**src/rtl/rr_arbiter4.sv**
```systemverilog
// rtl/rr_arbiter4.sv - 4-way round-robin arbiter with hold-until-release grants.
// Optional preemption after MAX_HOLD contended cycles when RR_ARBITER4_TIMEOUT_EN is defined.
module rr_arbiter4 #(
    parameter int unsigned MAX_HOLD = 8
) (
    input  logic       clk,
    input  logic       rst,
    input  logic [3:0] req,
    output logic [3:0] gnt,
    output logic [1:0] gnt_idx,
    output logic       gnt_valid,
    output logic       busy
);

    typedef enum logic {
        IDLE,
        GRANT
    } state_t;

    state_t     state_q, state_d;
    logic [1:0] idx_q, idx_d;
    logic [1:0] last_q, last_d;
    logic       valid_q, valid_d;
    logic [3:0] gnt_q, gnt_d;
    logic       busy_q, busy_d;
    logic [7:0] hold_q, hold_d;
    logic [3:0] others;

`ifdef RR_ARBITER4_TIMEOUT_EN
    localparam logic [7:0] HOLD_LIMIT = 8'(MAX_HOLD - 1);
`else
    logic unused_max_hold;
    assign unused_max_hold = ^{8'(MAX_HOLD), hold_q};
`endif

    // First set bit strictly after 'after', wrapping 3 -> 0; 'after' itself is checked last.
    function automatic logic [1:0] rr_pick(input logic [3:0] r, input logic [1:0] after);
        logic [1:0] idx;
        logic       found;
        rr_pick = after;
        found   = 1'b0;
        for (int k = 1; k <= 4; k++) begin
            idx = after + 2'(k);
            if (!found && r[idx]) begin
                rr_pick = idx;
                found   = 1'b1;
            end
        end
    endfunction

    assign others = req & ~(4'b0001 << idx_q);

    always_comb begin
        state_d = state_q;
        idx_d   = idx_q;
        last_d  = last_q;
        valid_d = valid_q;
        hold_d  = hold_q;
        case (state_q)
            IDLE: begin
                if (|req) begin
                    idx_d   = rr_pick(req, last_q);
                    last_d  = idx_d;
                    valid_d = 1'b1;
                    hold_d  = 8'd0;
                    state_d = GRANT;
                end
            end
            GRANT: begin
                if (req[idx_q]) begin
                    hold_d = (hold_q == 8'hFF) ? hold_q : hold_q + 8'd1;
`ifdef RR_ARBITER4_TIMEOUT_EN
                    if (hold_q >= HOLD_LIMIT && |others) begin
                        idx_d  = rr_pick(others, idx_q);
                        last_d = idx_d;
                        hold_d = 8'd0;
                    end
`endif
                end else if (|req) begin
                    // Holder released; the releasing index is already lowest priority.
                    idx_d  = rr_pick(req, idx_q);
                    last_d = idx_d;
                    hold_d = 8'd0;
                end else begin
                    valid_d = 1'b0;
                    state_d = IDLE;
                end
            end
            default: begin
                state_d = IDLE;
                valid_d = 1'b0;
            end
        endcase
        gnt_d  = valid_d ? (4'b0001 << idx_d) : 4'b0000;
        busy_d = valid_d && |(req & ~(4'b0001 << idx_d));
    end

    always_ff @(posedge clk) begin
        if (rst) begin
            state_q <= IDLE;
            idx_q   <= 2'd0;
            last_q  <= 2'd3;
            valid_q <= 1'b0;
            gnt_q   <= 4'b0000;
            busy_q  <= 1'b0;
            hold_q  <= 8'd0;
        end else begin
            state_q <= state_d;
            idx_q   <= idx_d;
            last_q  <= last_d;
            valid_q <= valid_d;
            gnt_q   <= gnt_d;
            busy_q  <= busy_d;
            hold_q  <= hold_d;
        end
    end

    assign gnt       = gnt_q;
    assign gnt_idx   = idx_q;
    assign gnt_valid = valid_q;
    assign busy      = busy_q;

endmodule

```
**config.mk**
```make
export PLATFORM = sky130hd
export DESIGN_NAME = rr_arbiter4
export DESIGN_NICKNAME = d
export VERILOG_FILES = /design/src/rtl/rr_arbiter4.sv
export SDC_FILE = /design/constraint.sdc
export NUM_CORES = 1
export LEC_CHECK = 0
export ABC_AREA = 1
export CAP_MARGIN = 10
export CORE_MARGIN = 2
export CORE_UTILIZATION = 53
export DETAILED_ROUTE_END_ITERATION = 10
export PLACE_DENSITY = 0.8
export SLEW_MARGIN = 20
export SYNTH_ARGS = -nofsm -noshare
export SYNTH_HDL_FRONTEND = slang
export SYNTH_SLANG_ARGS = --single-unit
```
**constraint.sdc**
```tcl
create_clock -name clk -period 3.85 [get_ports clk]
set_input_delay 0.77 -clock clk [delete_from_list [all_inputs] [get_ports clk]]
set_output_delay 0.77 -clock clk [all_outputs]
set_load 0.02 [all_outputs]
```
==> reports/results.ini, run 1 <==
[run_status]
status = completed

[routing]
vias = 1036
wire_per_inst_um = 10.3
drtIter0Drc = 24
drt_first_pass_iters = 4
viasPerCell = 5.08
postRouteAntennaNets = 0
post-route-drc-count = 0
wl_um = 2100

[logic_synthesis]
netlist_area_sq_um = 1000
synthMuxAreaShare_pct = 0
synth-compound-area-share_pct = 6.12
syn_nets = 170
avgSynthCellArea_sq_um = 6.11
synthCells = 164
yosysUniqueCellTypes = 25
synth_adder_area_share_pct = 0.999
synth-xor-area-share_pct = 0
synth_top_family_by_area = simple AND/OR/NAND/NOR gates
yosys_warnings = 0
ys_ff_latch = 11
yosysSeqAreaShare_pct = 22.0
synth-simple-area-share_pct = 62.0

[setup_path]
path_delay_family = simple AND/OR/NAND/NOR gates
cpMaxStageDelayCell = clkdlybuf4s50_1
end_kind = flop
cp_max_fo = 6
crit_start = req[3]
cpMostUsedCell = nor2_1
crit_chain = clkdlybuf4s50_1 > inv_1 > nand4_1 > inv_1 > nor2_1 > o21a_1 > nand2_2 > nand2_4 > nand3_1 > nand2_1 > nand2_1 > nor2_1 > nor2_1
crit_type = input pin to flop
crit_buf_inv = 3
slowest_delay_ns = 0.60
r2r-start = gnt_idx[0]$_SDFF_PP0_
cp_data_arrival_time_ns = 2.62
critPathRequiredTime_ns = 4.00
cp-start-kind = input pin

[clocking]
clk_path_buf_depth = 2
cts_sinks = 11
cts_tree = built
root_buffer = clkbuf_4
hold_buffers = 0
htreeDepth = 1
cts_made_buffers = 3
clock_latency_ns = 0.26
cts_resized = 0
clk_pin_slew_worst_paths_ns = 0.07
postCtsSetupBuffers = 0

[layout]
antenna-diode-count = 0
area_delta_synth_final_pct = 16.9
drive_above_1_share_pct = 20.7
nNetsFinal = 186
fillers = 164

[pwr]
pwr-share-comb_pct = 74.1
power_density_nw_per_um2 = 921
p_seq_share_pct = 19.0
ir_drop_mv = 0.476
fin_total_pwr_w = 0.00108
internal-power_w = 0.000485
clockPowerShare_pct = 6.9
swShare_pct = 55.1
leakagePower_nw = 0.613
switching_power_w = 0.000594

[timing]
slew_headroom_pct = 71.6
skew_ns = 0.00448
maxSlewViolCount = 0
rsz0062_at_grt = no
hold_viol = 0
tightest_slew_ns = 0.425
max_freq_mhz = 406
finalCriticalPeriod_ns = 2.47
setup_viol = 0
fin_crit_sh_pct = 64.0
fin_tns_setup_ns = 0

[grt]
grt_pass1_vias = 868
grt_usage_pct = 21.2
grt_pass1_wl_um = 3390
grt_max_degree = 13
overflow = 0
antenna_found_initial = 0

[floorplan]
die_h_um = 47.5
fp.coreArea_sq_um = 1750
initial_utilization_pct = 57.4
io_pins = 14
dieWidth_um = 47.5
die-area_sq_um = 2250
fp-row-count = 15

[min_path]
hp-start = state_q$_SDFF_PP0_
holdCritPathClass = flop to flop

[placement]
port_buffers = 13
gp_congestion = 0.919
place_hpwl_um = 1750

[flow_run]
drv_cap = 0

[area by class of cell]
cell class	count	area, sq um	area share (%)
multi-input cells	133	693	59.2
clock buffers	4	26.3	2.24
flip-flops and latches	11	220	18.8
repair buffers	13	130	11.1
inverters	18	70.1	5.98
well taps	25	31.3	2.67
[layout by cell type (no fill, tap or decap)]
| cell type | n |
|---|---|
| and2_1 | 1 |
| nand4_1 | 2 |
| nor2_4 | 2 |
| nand2_2 | 18 |
| o21a_1 | 1 |
| clkdlybuf4s50_1 | 13 |
| o21ai_0 | 1 |
| o31ai_1 | 1 |
| nand2_4 | 6 |
| nor2_1 | 12 |
| a21oi_1 | 4 |
| inv_4 | 1 |
| a22oi_1 | 1 |
| inv_1 | 13 |
| clkbuf_4 | 3 |
| nand3_1 | 19 |
| inv_2 | 4 |
| nand3_4 | 1 |
| maj3_1 | 1 |
| dfxtp_1 | 11 |
| a31oi_1 | 1 |
| o21bai_1 | 1 |
| clkbuf_1 | 1 |
| nor3_1 | 1 |
| nand2_1 | 58 |
| nand3_2 | 2 |
[power groups by stage]
stage	registers, W	clock network (W)	logic, W
global placement	0.000207	0	0.000774
CTS	0.000205	0.0000785	0.000798
floorplan	0.000214	0	0.000639
detailed placement	0.000207	0	0.000794
finish	0.000205	0.0000749	0.000799
global route	0.000212	0.0000851	0.000891
[tightest hold or removal path, cell delays in order (launching register included)]
cell     delay, ns
dfxtp_1       0.35
nand3_1       0.09
a22oi_1       0.07
nand2_1       0.06
[cell families (layout without fill, tap and decap cells)]
kind of cell / count (synthesis) / after routing
compound gates: 10 / 10
buf+inv: 20 / 35
simple gates: 122 / 122
flops: 11 / 11
fa+ha+maj: 1 / 1
[state kept, by name (all words and copies together), names as in the netlist]
name,flops
gnt_valid,1
busy,1
state_q,1
last_q,2
gnt_idx,2
gnt,4
[layer usage]
layer / vias up / routed length (um) / share of wire [%] / track usage, %
met1: 469 / 957 / 46 / 25.1
met4: 0 / 0 / 0 / 1.67
met3: 0 / 106 / 5.1 / 6.79
li1: 545 / - / - / -
met2: 22 / 1030 / 49 / 38.6
met5: - / 0 / 0 / 0
[per-stage QoR]
step	setup slack, ns	util [%]	area (sq um)	instances	hold WS (ns)
after floorplan	1.87	-	1000	164	0.527
after detailed placement	1.12	65.6	1140	200	0.574
after global placement	1.12	65.6	1140	200	0.575
after CTS	1.39	67.1	1170	204	0.596
final	1.38	67.1	1170	204	0.597
after global routing	1.15	67.1	1170	204	0.652
[Yosys cell counts]
master	count	area [sq um]
nand4_1	2	12.5
o21bai_1	1	7.51
nand2_1	58	218
inv_1	13	48.8
a31oi_1	1	6.26
nor2_4	2	22.5
nand2_4	6	67.6
nand3_1	19	95.1
nand3_4	1	17.5
o21a_1	1	7.51
buf_4	1	7.51
nor2_1	12	45.0
and2_1	1	6.26
nand3_2	2	20.0
dfxtp_1	11	220
o31ai_1	1	7.51
inv_4	1	6.26
inv_2	4	15.0
o21ai_0	1	5.00
a22oi_1	1	7.51
maj3_1	1	10.0
nor3_1	1	5.00
buf_6	1	11.3
nand2_2	18	113
a21oi_1	4	20.0
[worst paths after layout]
path	endpoint	slack (ns)	cells after the start
setup reg to reg	busy$_SDFF_PP0_	1.81	15
hold reg to reg	last_q[1]$_SDFFE_PP1P_	0.60	3
setup / recovery	busy$_SDFF_PP0_	1.38	13
hold / removal	last_q[1]$_SDFFE_PP1P_	0.60	3
No activity file was read; power rests on OpenSTA's default activity.
==> run 2: changes to the inputs <==
--- a/config.mk
+++ b/config.mk
@@ -8,9 +8,9 @@
 export ABC_AREA = 1
 export CAP_MARGIN = 10
 export CORE_MARGIN = 2
-export CORE_UTILIZATION = 53
+export CORE_UTILIZATION = 48
 export DETAILED_ROUTE_END_ITERATION = 10
-export PLACE_DENSITY = 0.8
+export PLACE_DENSITY = 0.76
 export SLEW_MARGIN = 20
 export SYNTH_ARGS = -nofsm -noshare
 export SYNTH_HDL_FRONTEND = slang
==> constraint.sdc (replaced) <==
create_clock -name clk -period 2.1 [get_ports clk]
set_input_delay 0.42 -clock clk [delete_from_list [all_inputs] [get_ports clk]]
set_output_delay 0.42 -clock clk [all_outputs]
set_load 0.02 [all_outputs]
==> reports/results.ini, run 2 (synthesized netlist as in run 1, its figures left out) <==
[setup_path]
crit_type = flop to flop  ; was input pin to flop
cp-start-kind = flop  ; was input pin
cp_max_fo = 10  ; was 6
rr_worst_depth = 17  ; was 15
end_kind = flop  ; unchanged
slowest_delay_ns = 0.44  ; was 0.60 ns
critPathRequiredTime_ns = 2.25  ; was 4.00 ns
cp_data_arrival_time_ns = 2.03  ; was 2.62 ns
cpMaxStageDelayCell = dfxtp_2  ; was clkdlybuf4s50_1
cpMostUsedCell = nand2_1  ; was nor2_1
crit_chain = inv_4 > nand2_1 > nand2_2 > nand2_4 > nand2_4 > nor2_4 > nand2_2 > nand2_1 > nand2_1 > nand2_1 > nand2_1 > nand2_4 > nand3_1 > nand2_1 > nand2_1 > nor2_1 > nor2_1  ; was clkdlybuf4s50_1 > inv_1 > nand4_1 > inv_1 > nor2_1 > o21a_1 > nand2_2 > nand2_4 > nand3_1 > nand2_1 > nand2_1 > nor2_1 > nor2_1

[placement]
place_inst = 224  ; was 200
gp_congestion = 0.866  ; was 0.919
port_buffers = 13  ; unchanged
place_hpwl_um = 2160  ; was 1750 um

[flow_run]
drv_cap = 0  ; unchanged

[clocking]
cts_tree = built  ; unchanged
clk_path_buf_depth = 2  ; unchanged
cts_sinks = 11  ; unchanged
root_buffer = clkbuf_4  ; unchanged
clock_latency_ns = 0.27  ; was 0.26 ns
clk_pin_slew_worst_paths_ns = 0.06  ; was 0.07 ns
htreeDepth = 1  ; unchanged
cts_made_buffers = 3  ; unchanged

[floorplan]
die_h_um = 49.7  ; was 47.5 um
die-area_sq_um = 2470  ; was 2250 sq um
fp.coreArea_sq_um = 1960  ; was 1750 sq um
fp-row-count = 16  ; was 15
io_pins = 14  ; unchanged
dieWidth_um = 49.7  ; was 47.5 um
initial_utilization_pct = 51.1  ; was 57.4%

[routing]
post-route-drc-count = 0  ; unchanged
drt_first_pass_iters = 4  ; unchanged
viasPerCell = 5.02  ; was 5.08
vias = 1144  ; was 1,036
postRouteAntennaNets = 0  ; unchanged
wl_um = 2610  ; was 2100 um
wire_per_inst_um = 11.5  ; was 10.3 um
drtIter0Drc = 30  ; was 24

[layout]
final_common_cell = nand2_1  ; unchanged
drive_above_1_share_pct = 33.3  ; was 20.7%
final_cell_mix = nand2_1 (57), buf_4 (22), nand2_2 (19), nand3_1 (19), nor2_1 (12)  ; was nand2_1 (58), nand3_1 (19), nand2_2 (18)
fillers = 187  ; was 164
nNetsFinal = 208  ; was 186
finalNonFillerCells = 228  ; was 204
antenna-diode-count = 0  ; unchanged
largest_reg_flops = 4  ; unchanged
area_delta_synth_final_pct = 35.3  ; was 16.9%

[timing]
whs_ns = 0.567  ; was 0.597 ns
maxSlewViolCount = 0  ; unchanged
finalCriticalPeriod_ns = 1.88
slew_headroom_pct = 83.4  ; was 71.6%
fin_tns_setup_ns = 0  ; unchanged
skew_ns = 0.00381  ; was 0.00448 ns
fin_crit_sh_pct = 89.3
hold_viol = 0  ; unchanged
max_freq_mhz = 533
setup_viol = 0  ; unchanged
tightest_slew_ns = 0.249  ; was 0.425 ns
rsz0062_at_grt = no  ; unchanged

[run_status]
status = completed  ; unchanged

[pwr]
fin_total_pwr_w = 0.00234  ; was 0.00108 W
power_density_nw_per_um2 = 1730  ; was 921 nW/um^2
ir_drop_mv = 1.09  ; was 0.476 mV
leakagePower_nw = 0.751  ; was 0.613 nW

[min_path]
hold_depth = 2  ; was 3
holdCritPathClass = flop to flop  ; unchanged

[grt]
grt_pass1_wl_um = 4670  ; was 3390 um
grt_max_degree = 11  ; was 13
grt_pass1_vias = 1156  ; was 868
grt_usage_pct = 24.0  ; was 21.2%
antenna_found_initial = 0  ; unchanged
overflow = 0  ; unchanged

run 2: timing repair:
item / CTS / global route
hold buffers: 0 / 0
gates resized for setup: 0 / 12
buffers inserted: 0 / 0
setup endpoints to repair: 0 / 6
run 2: routing by layer:
metal / up-vias / wire length [um] / global-route usage (%)
met2: 27 / 1350 / 45.3
li1: 592 / - / -
met4: 0 / 58 / 7.41
met3: 9 / 81 / 3.64
met5: - / 0 / 0
met1: 516 / 1130 / 27.1
run 2: path summary, 6_finish.rpt:
check | start | to | slack [ns]
setup / recovery | last_q[0]$_SDFFE_PP1P_ | busy$_SDFF_PP0_ | 0.22
hold / removal | last_q[1]$_SDFFE_PP1P_ | last_q[1]$_SDFFE_PP1P_ | 0.57
setup reg to reg | last_q[0]$_SDFFE_PP1P_ | busy$_SDFF_PP0_ | 0.22
hold reg to reg | last_q[1]$_SDFFE_PP1P_ | last_q[1]$_SDFFE_PP1P_ | 0.57
run 2: final cells by class:
class / instances / area, sq um / area share, %
multi-input combinational: 133 / 696 / 51.3
timing repair buffer: 35 / 305 / 22.5
sequential: 11 / 225 / 16.6
inverter: 18 / 70.1 / 5.17
tap: 27 / 33.8 / 2.49
clock buffer: 4 / 26.3 / 1.94
run 2: through the flow:
stage	utilization [%]	instance area, sq um	setup slack, ns
after CTS	68.2	1340	0.0235
after global placement	66.9	1310	-0.193
final	69.1	1360	0.224
after global routing	69.1	1360	0.0190
after floorplan	-	1000	0.305
after detailed placement	66.9	1310	-0.255
run 2: worst max-delay path: cells and delay by family, from the launching register on:
family | cells | cell delay (ns)
buffers and inverters | 1 | 0.08
flip-flops | 1 | 0.44
AND/OR/NAND/NOR | 16 | 1.23
run 2: power by group:
group	internal, W	switching (W)	total (W)
Sequential	0.000287	0.0000924	0.000379
Combinational	0.000789	0.00104	0.00183
Clock	0.0000735	0.0000663	0.000140
==> run 3: changes to the inputs <==
--- a/config.mk
+++ b/config.mk
@@ -5,12 +5,11 @@
 export SDC_FILE = /design/constraint.sdc
 export NUM_CORES = 1
 export LEC_CHECK = 0
-export ABC_AREA = 1
 export CAP_MARGIN = 10
 export CORE_MARGIN = 2
-export CORE_UTILIZATION = 48
+export CORE_UTILIZATION = 45
 export DETAILED_ROUTE_END_ITERATION = 10
-export PLACE_DENSITY = 0.76
+export PLACE_DENSITY = 0.75
 export SLEW_MARGIN = 20
 export SYNTH_ARGS = -nofsm -noshare
 export SYNTH_HDL_FRONTEND = slang
==> reports/results.ini, run 3 <==
[clocking]
cts_made_buffers = 3  ; unchanged
root_buffer = clkbuf_4  ; unchanged
clock_latency_ns = 0.28  ; was 0.27 ns
cts_sinks = 11  ; unchanged
clk_path_buf_depth = 2  ; unchanged
cts_tree = built  ; unchanged
clk_pin_slew_worst_paths_ns = 0.07  ; was 0.06 ns
htreeDepth = 1  ; unchanged
hold_buffers = 0  ; unchanged

[pwr]
power_density_nw_per_um2 = 611  ; was 1730 nW/um^2
p_seq_share_pct = 38.5  ; was 16.2%
ir_drop_mv = 0.540  ; was 1.09 mV
swShare_pct = 34.2  ; was 51.0%
leakagePower_nw = 0.472  ; was 0.751 nW
clockPowerShare_pct = 22.4  ; was 6.0%
pwr-share-comb_pct = 39.1  ; was 77.9%
fin_total_pwr_w = 0.000669  ; was 0.00234 W
internal-power_w = 0.000440  ; was 0.00115 W
switching_power_w = 0.000229  ; was 0.00120 W

[logic_synthesis]
netlist.area_leader.share_pct = 28.2  ; was 22.0%
yosysUniqueCellTypes = 40  ; was 25
synthCells = 96  ; was 164
ys_top_cells_by_area = dfxtp_1 (28%), nor2_1 (7.2%), buf_6 (4.3%), nand2b_1 (4.0%), inv_1 (2.9%)  ; was dfxtp_1 (22%), nand2_1 (22%), nand2_2 (11%), nand3_1 (9.5%), nand2_4 (6.7%)
synth_area_leader_cell = dfxtp_1  ; unchanged
netlist_top_cells_count = nor2_1 (15), dfxtp_1 (11), inv_1 (6)  ; was nand2_1 (58), nand3_1 (19), nand2_2 (18)
ys_ff_latch = 11  ; unchanged
postSynth.asyncResetShare_pct = 0  ; unchanged
avgSynthCellArea_sq_um = 8.13  ; was 6.11 sq um
netlist_area_sq_um = 781  ; was 1000 sq um
yosysSeqAreaShare_pct = 28.2  ; was 22.0%
synth.most_common_cell = nor2_1  ; was nand2_1
syn_nets = 102  ; was 170
yosys_warnings = 0  ; unchanged
synth_edf_count = 0  ; unchanged
synthFlopType = dfxtp_1  ; unchanged

[placement]
place_inst = 141  ; was 224
port_buffers = 13  ; unchanged
gp_congestion = 0.869  ; was 0.866
place_hpwl_um = 1530  ; was 2160 um

[grt]
overflow = 0  ; unchanged
grt_max_degree = 13  ; was 11
grt_usage_pct = 22.0  ; was 24.0%
grt_pass1_wl_um = 3290  ; was 4670 um
grt_pass1_vias = 714  ; was 1,156
antenna_found_initial = 0  ; unchanged

[setup_path]
end_kind = flop  ; unchanged
slowest_delay_ns = 0.49  ; was 0.44 ns
crit_type = input pin to flop  ; was flop to flop
cp.depth = 8  ; was 17
rr_worst_depth = 7  ; was 17
critPathRequiredTime_ns = 2.31  ; was 2.25 ns
crit_buf_inv = 2  ; was 1
cp_data_arrival_time_ns = 2.22  ; was 2.03 ns
cpMaxStageDelayCell = clkdlybuf4s50_1  ; was dfxtp_2
cp_max_fo = 8  ; was 10
crit_chain = clkdlybuf4s50_1 > buf_6 > mux2_2 > nor2_1 > o2111ai_2 > o221ai_2 > or3_4 > o22ai_2  ; was inv_4 > nand2_1 > nand2_2 > nand2_4 > nand2_4 > nor2_4 > nand2_2 > nand2_1 > nand2_1 > nand2_1 > nand2_1 > nand2_4 > nand3_1 > nand2_1 > nand2_1 > nor2_1 > nor2_1
cp-start-kind = input pin  ; was flop
path_delay_family = buffers and inverters  ; was simple AND/OR/NAND/NOR gates

[layout]
largest_reg_flops = 4  ; unchanged
fin_util_pct = 65.5  ; was 69.1%
antenna-diode-count = 0  ; unchanged
final_common_cell = buf_4  ; was nand2_1
finalNonFillerCells = 146  ; was 228
drive_above_1_share_pct = 28.7  ; was 33.3%
area_delta_synth_final_pct = 40.2  ; was 35.3%
nNetsFinal = 136  ; was 208
final_cell_mix = buf_4 (23), nor2_1 (15), dfxtp_1 (11)  ; was nand2_1 (57), buf_4 (22), nand2_2 (19), nand3_1 (19), nor2_1 (12)

[routing]
post-route-drc-count = 0  ; unchanged
postRouteAntennaNets = 0  ; unchanged
wl_um = 2020  ; was 2610 um
drtIter0Drc = 35  ; was 30
vias = 849  ; was 1,144
drt_first_pass_iters = 4  ; unchanged
wire_per_inst_um = 13.8  ; was 11.5 um
viasPerCell = 5.82  ; was 5.02

[timing]
rsz0062_at_grt = no  ; unchanged
finalCriticalPeriod_ns = 2.01  ; was 1.88 ns
setup_viol = 0  ; unchanged
hold_viol = 0  ; unchanged
slew_headroom_pct = 69.3  ; was 83.4%
fin_crit_sh_pct = 95.8  ; was 89.3%
tightest_slew_ns = 0.460  ; was 0.249 ns
maxSlewViolCount = 0  ; unchanged
max_freq_mhz = 497  ; was 533 MHz
skew_ns = 0.00432  ; was 0.00381 ns

[floorplan]
io_pins = 14  ; unchanged
initial_utilization_pct = 46.7  ; was 51.1%
die-area_sq_um = 2080  ; was 2470 sq um
dieWidth_um = 45.7  ; was 49.7 um
fp-row-count = 15  ; was 16
die_h_um = 45.7  ; was 49.7 um
fp.coreArea_sq_um = 1670  ; was 1960 sq um

[run_status]
status = completed  ; unchanged

[flow_run]
drv_cap = 0  ; unchanged

[min_path]
hold_depth = 2  ; unchanged
holdCritPathClass = flop to flop  ; unchanged

## run 3: power by group through the flow
stage / clock network (W) / logic, W / registers (W)
final: 0.000150 / 0.000262 / 0.000257
after detailed placement: 0 / 0.000255 / 0.000262
after floorplan: 0 / 0.000144 / 0.000265
after global placement: 0 / 0.000251 / 0.000260
after global routing: 0.000160 / 0.000284 / 0.000261
after CTS: 0.000150 / 0.000258 / 0.000257
## run 3: what timing repair did
action                     CTS  global route
resized for setup            6             2
gates cloned                 0             0
buffers inserted             1             0
setup endpoints to repair    1             4
pin swaps                    3             3
## run 3: through the flow
| stage | TNS (ns) | instance area (sq um) | hold WS [ns] | setup WS (ns) |
|---|---|---|---|---|
| 5_1_grt | 0 | 1090 | 0.662 | 0.0123 |
| 3_3_place_gp | -1.38 | 1040 | 0.580 | -0.269 |
| 2_1_floorplan | 0 | 781 | 0.492 | 0.331 |
| 4_1_cts | 0 | 1080 | 0.625 | 0.00371 |
| 3_5_place_dp | -1.65 | 1040 | 0.608 | -0.301 |
| 6_report | 0 | 1090 | 0.630 | 0.0888 |
## run 3: final cells by class
class                   count  area [sq um]
well taps                  17          21.3
fillers                   127           576
flip-flops and latches     11           220
inverters                   6          22.5
clock buffers               4          26.3
multi-input cells          71           494
repair buffers             37           310
## run 3: kinds of logic (layout without fill, tap and decap cells)
| group | after synthesis | in the layout | share of synthesized area (%) |
|---|---|---|---|
| buf+inv | 14 | 47 | 10.6 |
| simple gates | 38 | 38 | 26.3 |
| fa+ha+maj | 1 | 1 | 1.28 |
| compound gates | 31 | 31 | 32.2 |
| mux | 1 | 1 | 1.44 |
| flops | 11 | 11 | 28.2 |
## run 3: worst min-delay path, cell delays in order, from the launching register on
cell and delay (ns):
dfxtp_1 0.41, o22ai_1 0.12, nand2b_1 0.07
## run 3: worst paths after layout
| kind | to | start | slack [ns] |
|---|---|---|---|
| max | busy$_SDFF_PP0_ | req[2] | 0.09 |
| min | last_q[0]$_SDFFE_PP1P_ | last_q[0]$_SDFFE_PP1P_ | 0.63 |
| max reg2reg | busy$_SDFF_PP0_ | gnt_idx[1]$_SDFF_PP0_ | 0.25 |
| min reg2reg | last_q[0]$_SDFFE_PP1P_ | last_q[0]$_SDFFE_PP1P_ | 0.63 |
## run 3: metal layers
metal | global-route usage [%] | vias up | routed length [um] | part of all wire (%)
met2 | 32.4 | 22 | 974 | 48
met3 | 5.95 | 3 | 85 | 4.2
met5 | 0 | - | 0 | 0
met1 | 32.0 | 404 | 947 | 47
met4 | 4.12 | 0 | 9 | 0.45
li1 | - | 420 | - | -
==> patch 1: new RTL, settings of run 3 <==
`hold_q` no longer has a reset.
--- a/src/rtl/rr_arbiter4.sv
+++ b/src/rtl/rr_arbiter4.sv
@@ -105,3 +105,2 @@
             busy_q  <= 1'b0;
-            hold_q  <= 8'd0;
         end else begin
@@ -113,4 +112,7 @@
             busy_q  <= busy_d;
-            hold_q  <= hold_d;
         end
+    end
+
+    always_ff @(posedge clk) begin
+        hold_q <= hold_d;
     end
Behaviour: unchanged (equiv_simple and equiv_induct, registers matched by name and starting in step).
==> patch 1 against run 3 <==
- total power is 4.6% higher
- maximum frequency is 1.7% higher
- wire length is 11% higher
- clock skew is 0.0026 ns higher
- final cell count is 10% higher
- sequential cell count stayed put
- utilization is 4.7 points higher
- design area is 11% higher
- worst setup slack better by 0.034 ns
- area after synthesis is 6.3% higher
- synthesized cell count is 2.1% higher
==> patch 1: results (changes against run 3) <==
* Warning count from the yosys run at 0 (unchanged)
* Root Buffer: clkbuf_4
* Vias after detailed routing at 852 (+0.35%)
* Max-Cap Viols at 0 (unchanged)
* # placed instances at 151 (+7.1%)
* Clock skew at 0.00695 ns (+0.00263 ns)
* DP HPWL at 1.59 mm (+4.1%)
* Layout cell share with drive strength beyond 1 at 0.360 (+0.0735)
* FF-to-FF path depth at 9 (+2)
* Hold Slack at 0.567 ns (-0.0624 ns)
* Peak VDD IR at 0.438 mV (-19%)
* Relative slew slack at 0.762 (+0.0692)
* Gr usage total at 0.202 (-0.0174)
* Final period utilization at 0.942 (-0.0161)
* Post-synthesis sequential area ratio at 0.265 (-0.0166)
* Top cells by count, synth: 11 x dfxtp_1, 10 x nor2_1, 6 x a21oi_1, 6 x nand2b_1, 6 x nor3_1
* Largest net degree at the start of global routing at 12 (-1)
* Crit path max fanout at 11 (+3)
* Number of global-route vias before repair at 739 (+3.5%)
* Synth area leaders: dfxtp_1 27%, mux2i_1 4.8%, nand2b_1 4.5%
* Crit path DAT at 2.16 ns (-0.06 ns)
* Outcome: finished clean
* Fillers at 145 (+14%)
* Top-count cell post-synth: dfxtp_1
* Max reg flops at 4 (unchanged)
* Initial antenna violation count at 0 (unchanged)
* Pre-CTS WS at -0.331 ns (-0.0297 ns)
* Routed wire per std cell at 13.9 µm (+0.84%)
* Synth cell types at 43 (+7.5%)
* Reg-to-reg setup timing slack at 0.12 ns (-0.13 ns)
* Post-Route WL at 2.24 mm (+11%)
* Global-route wire length before repair at 3.13 mm (-4.8%)
* Static leakage at 0.533 nW (+13%)
* Setup crit start: gnt_idx[1]$_SDFF_PP0_
* Syn avg cell area at 8.46 µm² (+4.1%)
* Placed inst area at 0.00110 mm² (+5.6%)
* Routability cong. at 0.946 (+8.8%)
* Final nets at 143 (+5.1%)
* Worst Setup EP: busy$_SDFF_PP0_
* Post-Syn Nets at 104 (+2.0%)
-- patch 1: kinds of logic after synthesis --
| logic type | share of synthesized area |
|---|---|
| and+or+nand+nor | 0.303 |
| AOI/OAI and AO/OA | 0.270 |
| muxes | 0.0618 |
| DFF | 0.265 |
| buffers and inverters | 0.0995 |
-- patch 1: where the power goes --
part | total (mW) | switching (mW) | internal [mW] | leakage [nW]
Combinational | 0.305 | 0.146 | 0.159 | 0.427
Clock | 0.141 | 0.0674 | 0.0735 | 0.0150
Sequential | 0.254 | 0.0243 | 0.230 | 0.0911
-- patch 1: repair_timing --
item                                    CTS  global route
hold endpoints to repair                  0             0
pin swaps                                 1             3
buffers inserted                          0             6
endpoints found under the setup margin    1             5
gates cloned                              0             0
resized for setup                         0            11
-- patch 1: cell type report --
| cell class | instances | area [µm²] | share of cell area |
|---|---|---|---|
| Clock buffer | 4 | 26.3 | 0.0217 |
| Inverter | 6 | 22.5 | 0.0186 |
| Multi-Input combinational cell | 73 | 546 | 0.450 |
| Sequential cell | 11 | 220 | 0.182 |
| Tap cell | 25 | 31.3 | 0.0258 |
| Timing Repair Buffer | 42 | 367 | 0.302 |
-- patch 1: per-layer routing --
metal,global-route usage,routed length [µm],share of wire
met4,0.117,19,0.0085
met2,0.351,1160,0.52
met1,0.251,978,0.44
met5,0,0,0
met3,0.00385,88,0.039
-- patch 1: worst max-delay path: stages, from the launching register on --
cell	delay [ns]
dfxtp_1	0.38
buf_4	0.21
mux2i_1	0.19
buf_4	0.14
nand2_4	0.04
a2111oi_4	0.36
buf_4	0.19
nor3_4	0.04
mux2i_1	0.12
a221oi_2	0.22
==> patch 2: new RTL, config.mk and constraints of run 3 <==
Without the edit above. Add a define of `RR_ARBITER4_TIMEOUT_EN`.
--- a/src/rtl/rr_arbiter4.sv
+++ b/src/rtl/rr_arbiter4.sv
@@ -2,2 +2,4 @@
 // Optional preemption after MAX_HOLD contended cycles when RR_ARBITER4_TIMEOUT_EN is defined.
+`define RR_ARBITER4_TIMEOUT_EN
+
 module rr_arbiter4 #(
Check against the original RTL: not equivalent (Yosys sat finds a counterexample within 10 cycles, from zero or initial values and one cycle with rst high).
==> patch 2 against run 3 <==
- sequential cell count is 8 higher
- worst setup slack worse by 0.60 ns
- the run now ends with setup timing left
- hold slack worse by 0.10 ns
- critical path type is now flop to flop
- synthesized cell count is 91% higher
- area after synthesis is 84% higher
- design area is 110% higher
- total power is 140% higher
- wire length grew to 2.6 times the old value
==> patch 2: results (changes against run 3) <==
* Outcome: complete, but fails checks
* Failing checks: setup timing
* Peak VDD IR at 0.586 mV (+8.4%)
* DP HPWL at 3.51 mm (+130%)
* Pre-CTS WS at -0.796 ns (-0.495 ns)
* Top cells by count, synth: 19 x dfxtp_1, 17 x nor2_1, 15 x nand2_1
* Post-Syn Nets at 194 (+90%)
* Clk_lat worst skew at 0.31 ns (+0.03 ns)
* # placed instances at 286 (+100%)
* DRT Pass-1 Iters at 5 (+1)
* Switching Share at 0.396 (+0.0538)
* Syn Inst Count at 183 (+91%)
* Max reg flops at 8 (+4)
* Crit path max fanout at 5 (-3)
* Non-filler cells, final at 299 (+100%)
* Setup violations, final at 13 (+13)
* Clock skew at 0.00521 ns (+0.000891 ns)
* Total power at 1.63 mW (+140%)
* Number of global-route vias before repair at 1,808 (+150%)
* PnR worst setup slack at -0.511 ns (-0.600 ns)
* Gr usage total at 0.291 (+0.0709)
* Clk pwr share at 0.117 (-0.107)
* M3 GR Usage at 0.0576 (-0.00195)
* Final nets at 267 (+96%)
* Global-route wire length before repair at 7.98 mm (+140%)
* Synth cell types at 47 (+18%)
* Layout cell share with drive strength beyond 1 at 0.463 (+0.176)
* Routability cong. at 0.989 (+14%)
-- patch 2: cell types whose count changed in the layout (fill, tap and decap cells not counted), moves of 4 or more --
| cell | before | now |
|---|---|---|
| nand3_1 | 2 | 7 |
| buf_4 | 23 | 65 |
| nor3_1 | 1 | 5 |
| o21ai_2 | 0 | 4 |
| inv_2 | 0 | 4 |
| a21oi_1 | 3 | 12 |
| nand2_1 | 5 | 11 |
| mux4_2 | 0 | 4 |
| o21ai_0 | 3 | 9 |
| dfxtp_1 | 11 | 16 |
-- patch 2: cell type report --
type	instances	area share
clock buffer	4	0.0116
timing repair buffer	79	0.274
sequential	19	0.171
multi-input combinational	142	0.498
inverter	11	0.0215
tap	44	0.0243
-- patch 2: repair_timing --
item                                    CTS  global route
gates resized for setup                  21            24
buffers inserted                          7             3
pin swaps                                13            13
endpoints found under the setup margin   18            18
gates cloned                              0             0
-- patch 2: worst max-delay path: stages, from the launching register on --
cell,delay (ns)
dfxtp_4,0.41
buf_4,0.14
mux4_2,0.52
nand2b_4,0.17
o211ai_1,0.13
a31oi_2,0.16
a21o_1,0.18
a222oi_1,0.43
buf_4,0.22
inv_4,0.04
nor3_2,0.15
-- patch 2: layer usage --
| metal | wire length [µm] | vias to the layer above |
|---|---|---|
| li1 | - | 829 |
| met1 | 1960 | 845 |
| met2 | 2730 | 76 |
| met3 | 307 | 17 |
| met4 | 170 | 0 |
| met5 | 0 | - |
-- patch 2: cell families after synthesis --
logic type / after synthesis / share of synthesized area
DFF: 19 / 0.265
AOI/OAI and AO/OA: 59 / 0.278
buffers and inverters: 22 / 0.0637
and+or+nand+nor: 68 / 0.243
muxes: 10 / 0.106
adders and majority gates: 5 / 0.0436
-- patch 2: stage by stage --
| stage | cell area (µm²) | utilization |
|---|---|---|
| global route | 2270 | 0.742 |
| finish | 2270 | 0.742 |
| CTS | 2180 | 0.713 |
| global placement | 2060 | 0.674 |
| detailed placement | 2060 | 0.674 |
| floorplan | 1510 | - |
-- patch 2: worst paths after layout --
path	to	startpoint	slack [ns]	cells past startpoint
max	gnt[3]$_SDFF_PP0_	gnt_idx[0]$_SDFF_PP0_	-0.51	10
min	last_q[0]$_SDFFE_PP1P_	last_q[0]$_SDFFE_PP1P_	0.53	1
max reg2reg	gnt[3]$_SDFF_PP0_	gnt_idx[0]$_SDFF_PP0_	-0.51	10
min reg2reg	last_q[0]$_SDFFE_PP1P_	last_q[0]$_SDFFE_PP1P_	0.53	1
